`src/rtl/pipe_skid_reg.sv`:
```
// Valid/ready pipeline register with optional two-entry skid buffer,
// freeze/flush controls, bubble insertion and a flush-discard counter.
module pipe_skid_reg #(
    parameter int               WIDTH   = 32,
    parameter logic [WIDTH-1:0] BUBBLE  = {WIDTH{1'b0}},
    parameter bit               SKID_EN = 1'b1,
    parameter int               CNT_W   = 16
) (
    input  logic             clk,
    input  logic             rst,
    input  logic             flush,
    input  logic             freeze,
    input  logic             in_valid,
    input  logic [WIDTH-1:0] in_data,
    output logic             in_ready,
    output logic             out_valid,
    output logic [WIDTH-1:0] out_data,
    input  logic             out_ready,
    output logic [1:0]       occupancy,
    output logic [CNT_W-1:0] flush_cnt
);

    typedef enum logic [1:0] {
        EMPTY = 2'd0,
        ONE   = 2'd1,
        FULL  = 2'd2
    } state_e;

    state_e             state_q, state_d;
    logic [WIDTH-1:0]   main_q, main_d;
    logic [WIDTH-1:0]   skid_q, skid_d;
    logic [CNT_W-1:0]   cnt_q, cnt_d;
    logic               push, pop;
    logic [1:0]         add;
    logic [CNT_W:0]     sum;

    assign occupancy = state_q;
    assign flush_cnt = cnt_q;

    always_comb begin
        out_valid = (state_q != EMPTY);
        out_data  = out_valid ? main_q : BUBBLE;
        // rst gates in_ready so it reads 0 for the whole reset window
        if (SKID_EN)
            in_ready = (state_q != FULL) & ~freeze & rst;
        else
            in_ready = (~out_valid | out_ready) & ~freeze & rst;
        push    = in_valid & in_ready;
        pop     = out_valid & out_ready & ~freeze;
        state_d = state_q;
        main_d  = main_q;
        skid_d  = skid_q;
        cnt_d   = cnt_q;
        add     = 2'd0;
        sum     = '0;
        if (!freeze) begin
            if (flush) begin
                state_d = EMPTY;
                main_d  = BUBBLE;
                skid_d  = BUBBLE;
                add     = occupancy - {1'b0, pop} + {1'b0, push};
                sum     = {1'b0, cnt_q} + (CNT_W+1)'(add);
                cnt_d   = sum[CNT_W] ? {CNT_W{1'b1}} : sum[CNT_W-1:0];
            end else begin
                unique case (state_q)
                    EMPTY: begin
                        if (push) begin
                            state_d = ONE;
                            main_d  = in_data;
                        end
                    end
                    ONE: begin
                        if (push && pop) begin
                            main_d = in_data;
                        end else if (push) begin
                            state_d = FULL;
                            skid_d  = in_data;
                        end else if (pop) begin
                            state_d = EMPTY;
                        end
                    end
                    FULL: begin
                        if (pop) begin
                            state_d = ONE;
                            main_d  = skid_q;
                        end
                    end
                    default: state_d = EMPTY;
                endcase
            end
        end
    end

    always_ff @(posedge clk or negedge rst) begin
        if (!rst) begin
            state_q <= EMPTY;
            main_q  <= BUBBLE;
            skid_q  <= BUBBLE;
            cnt_q   <= '0;
        end else begin
            state_q <= state_d;
            main_q  <= main_d;
            skid_q  <= skid_d;
            cnt_q   <= cnt_d;
        end
    end

endmodule

```
`config.mk`:
```
export PLATFORM = sky130hd
export DESIGN_NAME = pipe_skid_reg
export DESIGN_NICKNAME = d
export VERILOG_FILES = /design/src/rtl/pipe_skid_reg.sv
export SDC_FILE = /design/constraint.sdc
export NUM_CORES = 1
export LEC_CHECK = 0
export ABC_CLOCK_PERIOD_IN_PS = 7000
export BUFFER_PORTS_ARGS = -buffer_cell sky130_fd_sc_hd__buf_2
export CORE_UTILIZATION = 60
export DETAILED_ROUTE_END_ITERATION = 7
export PLACE_DENSITY = 0.95
export SLEW_MARGIN = 25
export SYNTH_ARGS = -nofsm -noshare
export SYNTH_HDL_FRONTEND = slang
export SYNTH_SLANG_ARGS = --single-unit
```
`constraint.sdc`:
```
create_clock -name clk -period 7 [get_ports clk]
set_input_delay 1.4 -clock clk [delete_from_list [all_inputs] [get_ports clk]]
set_output_delay 1.4 -clock clk [all_outputs]
set_load 0.01 [all_outputs]
```
; ---- Word-level counts from Yosys, hierarchy flattened
; Index checks and enable logic that the tools add are counted.
[op_classes]
n_addsub = 3
n_eq_ne = 9
muxes = 17
bitwise_logic = 6
reduce_logical = 10
[op_table]
columns = cell, n
row1 = 2-to-1 mux 32 bit, 8
row2 = case mux 32 bit (3 select lines), 1
row3 = adder 16 x 2 -> 17 bit, 1
row4 = 2-to-1 mux 16 bit, 1
row5 = 2-to-1 mux 2 bit, 6
row6 = "!= test 3 bit, second input constant", 4
row7 = AND reduction 5 bit, 2
row8 = case mux 2 bit (3 select lines), 1
row9 = nonzero test 2 bit, 3
row10 = bitwise AND 1 bit, 5
row11 = "!= test 2 bit, second input constant", 2
row12 = "!= test 4 bit, second input constant", 1
row13 = AND reduction 4 bit, 1
row14 = nonzero test 4 bit, 1
row15 = adder 2 x 1 -> 2 bit, 1
row16 = "== test 2 x 1 -> 1 bit, second input constant", 1
row17 = "== test 2 bit, second input constant", 1
row18 = zero test 2 bit, 1
row19 = AND reduction 2 bit, 1
row20 = subtractor 2 x 1 -> 2 bit, 1
row21 = logical AND 1 bit, 1
row22 = NOT 1 bit, 1
[totals]
register_bits = 82
in_bits = 38
output_inout_bits = 52
wordCells = 49

; ---- Longest topological paths before layout
[depth]
ltp_word = 8
ltp_mapped = 16
mapped_depth_nobuf = 14

; ---- Worst setup path before layout
; Ideal clock, no wire load.
[synth_path]
path_kind = input-to-reg
start = input port freeze
end = register cnt_q[14], in the netlist flush_cnt[14]
setup_time_ns = 0.128
t_arrival_ns = 4.093
slack_ns = 2.780
cell_stages = 13
cell_sequence = clkbuf_1 > clkbuf_1 > nor2_1 > ha_1 > inv_1 > ha_1 > xnor2_1 > xnor2_1 > fa_1 > nand3b_1 > nor4_2 > nand3_1 > mux2_1
[synth_via]
elab_chain_len = 7
word_cells_on_any_way = 10
cone_classes = add/sub: 3 / mux: 1 / bitwise: 5 / reduce/logical: 1
[synth_rtl]
columns = item, line_no
row1 = start: declaration, 12  ; input logic freeze,
row2 = NOT 1 bit (no source line) (*), n/a
row3 = "parallel branches: the longest is 6 deep, another holds adder 16 x 2 -> 17 bit", n/a
row4 = end signal: assignment, 104  ; cnt_q <= cnt_d;
row5 = end: declaration, 32  ; logic [CNT_W-1:0] cnt_q, cnt_d;
; Mark *: on every way between the ends.
; A chain may end at the register's enable or synchronous reset.

; ---- Final worst setup path
[layout_path]
start = input port freeze
end = register cnt_q[11], in the netlist flush_cnt[11]
; The elaborated chain is that of the path after synthesis.

==> out/metrics.cfg <==
[status]
status=completed

[drt]
dr.pass1.iters=5
drt_iter0_drc=185
totalWireLength_microns=9780
num_vias=3484
drc_errors=0
drt-vias-per-instance=5.95
ant_nets=0
detail_route.wl_per_cell_microns=16.7

[sta]
rsz0062_at_grt=false
max_freq_mhz=230
tightest_slew_ns=1.05
holdWs_ns=0.497
finalClockSkew_ns=0.00841
period_minus_slack_ns=4.35
final_hold_viol_count=0
drv_slew=0
setup_tns_ns=0
setup_viol=0
relSlewSlack_pct=30.2
post-route-period-util_pct=62.1

[synthesis]
postSynthNetCount=457
synthFlopType=dfrtp_1
synth-async-reset-ratio_pct=100
yosys_warnings=0
synth_edf_count=0
ys_types=42
synth-seq-cells=82
yosysSeqAreaShare_pct=45.5
synth_area_sq_um=4510
netlist_instances=409
avgSynthCellArea_sq_um=11.0

[die]
core-area_sq_um=7250
fp-row-count=31
die-area_sq_um=7870
die_y_microns=88.7
start_util_pct=62.2
die_w_microns=88.7
io_pins=90

[flow_run]
max_cap_violations=0

[min_path]
hp-start=main_q[31]
hold_class=reg -> reg

[clock_tree]
cts_root_buf=clkbuf_8
numCtsBuffers=9
clock_sinks=82
hold_buffers=0
cts_tree=done
cts_resized=0
post_cts_buffers=0
h-tree-depth=3
cts_buffer_depth=2
clkLatencyLatePin_ns=0.36
clk_pin_slew_ns=0.09

[power]
p_int_uw=886
power.switching_uw=472
p_leak_uw=0.00244
seqPwrFrac_pct=45.0
swShare_pct=34.8
power_density_nw_per_um2=261
peakVddDrop_v=0.000148
post-layout-total-power_uw=1360
combPwrFrac_pct=29.4
clock_power_share_pct=25.6

[worst_setup_path]
startpoint=freeze
critPathRequiredTime_ns=7.26
reg2reg_from=occupancy[0]
worstPathCellList=buf_2 > nor2_1 > ha_1 > inv_1 > ha_1 > xnor2_1 > xnor2_1 > fa_1 > nand3b_1 > nor4_2 > nand3_1 > o21ai_1
arrival_ns=4.61
ff2ff_path_depth=14
r2r_slack_ns=3.00
start_kind=primary input
crit_slowest_cell=nor4_2
cp_max_fo=31
r2r_end=flush_cnt[11]
cp_slowest_stage_delay_ns=0.48
endpoint=flush_cnt[11]
cp-end-kind=flop
path_class=in -> reg

[global_routing]
grt_pass1_wl_microns=16100
grt_start_max_net_pins=83
antenna_found_initial=0
grt_pass1_vias=3354
overflow=0
grtUsageTotal_pct=26.8

[cells_and_area]
drive_gt1_share_pct=31.2
synthToLayoutAreaGrowth_pct=15.4
nets=530
final_core_util_pct=71.7
stdcell_area_sq_um=5200
diodes=0

[place]
hpwl_microns=6500
routabilityCongestion=0.869
placed_cell_area_sq_um=4990
port_buffers=89

## power by group through the flow
stage,sequential (uW),clock [uW],combinational (uW)
3_5_place_dp,619,0,398
6_report,612,348,399
4_1_cts,611,354,400
5_1_grt,622,377,439
3_3_place_gp,615,0,377
2_1_floorplan,613,0,276
## per-layer routing
| layer | vias up | routed length, microns | track usage (%) |
|---|---|---|---|
| met5 | - | 0 | 0 |
| met4 | 0 | 144 | 7.18 |
| met3 | 15 | 603 | 5.97 |
| met2 | 132 | 4860 | 43.5 |
| met1 | 1712 | 4170 | 36.4 |
| li1 | 1625 | - | - |
## cell type report
cell class | instances | area, sq um
clock buffer | 9 | 124
clock inverter | 7 | 77.6
fill | 496 | 2050
inverter | 43 | 164
multi-input combinational | 251 | 2150
sequential | 82 | 2050
tap | 99 | 124
timing repair buffer | 95 | 509
## cell families after synthesis
kind of cell | Yosys count | share of synthesized area (%)
multiplexers | 37 | 8.27
flip-flops | 82 | 45.5
AO/OA/AOI/OAI | 111 | 22.6
buffers and inverters | 76 | 7.57
AND/OR/NAND/NOR | 83 | 11.2
adder cells (fa/ha/maj) | 10 | 2.94
XOR/XNOR | 10 | 1.94
## stage by stage
step                instances  worst slack, ns
floorplan                 409             2.78
global placement          569             2.07
CTS                       586             2.65
detailed placement        570             2.30
global route              586             2.34
finish                    586             2.65
## worst max-delay path, delay by kind of cell
family                   cells  cell delay [ns]
AO/OA/AOI/OAI                1             0.25
XOR/XNOR                     2             0.39
adder cells (fa/ha/maj)      3             0.74
buffers and inverters        2             0.51
AND/OR/NAND/NOR              4             1.30
## registers in the layout, summed over array words and instances (netlist names)
name / flops
skid_q: 32
main_q: 32
occupancy: 2
flush_cnt: 16
## cell usage in the layout, fill, tap and decap left out, types with 2 or more instances in the layout
master | Yosys | routed
dfrtp_1 | 82 | 82
nor2_1 | 8 | 8
o21ai_1 | 34 | 34
a31oi_1 | 3 | 3
xnor2_1 | 10 | 10
mux2i_1 | 35 | 35
ha_1 | 9 | 8
inv_1 | 41 | 41
mux2_1 | 2 | 2
nor3_1 | 2 | 2
nor3b_1 | 2 | 2
buf_4 | 0 | 5
nand2_1 | 12 | 12
nor3b_4 | 2 | 2
o2bb2ai_2 | 30 | 30
nor4_1 | 3 | 3
o41ai_1 | 32 | 32
clkbuf_8 | 0 | 9
o2bb2ai_1 | 2 | 2
clkinv_4 | 0 | 3
buf_2 | 1 | 88
nor2b_1 | 32 | 32
nand3_1 | 9 | 9
a31o_1 | 2 | 2
a21oi_1 | 3 | 3
nand2b_1 | 3 | 3
nand4_1 | 3 | 3
## synth_stat cells (all sizes together) (2+ instances only)
master | instances | area share, %
nand4 | 3 | 0.42
nor3b | 4 | 1.2
ha | 9 | 2.5
o41ai | 32 | 6.2
nand2 | 13 | 1.2
nor2 | 8 | 0.67
dfrtp | 82 | 46
nor4 | 4 | 0.69
nand3 | 9 | 1.0
o21ai | 34 | 3.8
a31oi | 3 | 0.42
a21oi | 4 | 0.53
mux2i | 35 | 7.8
a31o | 2 | 0.39
clkbuf | 24 | 2.0
xnor2 | 10 | 1.9
o2bb2ai | 32 | 10
nand2b | 3 | 0.42
nor3 | 3 | 0.44
nor2b | 32 | 4.4
buf | 9 | 1.9
inv | 43 | 3.6
mux2 | 2 | 0.50
## worst min path at each step
stage	cells past startpoint	slack, ns	to
floorplan	1	0.45	main_q[15]
global placement	2	0.47	skid_q[20]
detailed placement	1	0.47	main_q[15]
CTS	1	0.49	main_q[15]
global route	1	0.51	main_q[8]
finish	1	0.50	main_q[31]
No activity file was read; power rests on OpenSTA's default activity.
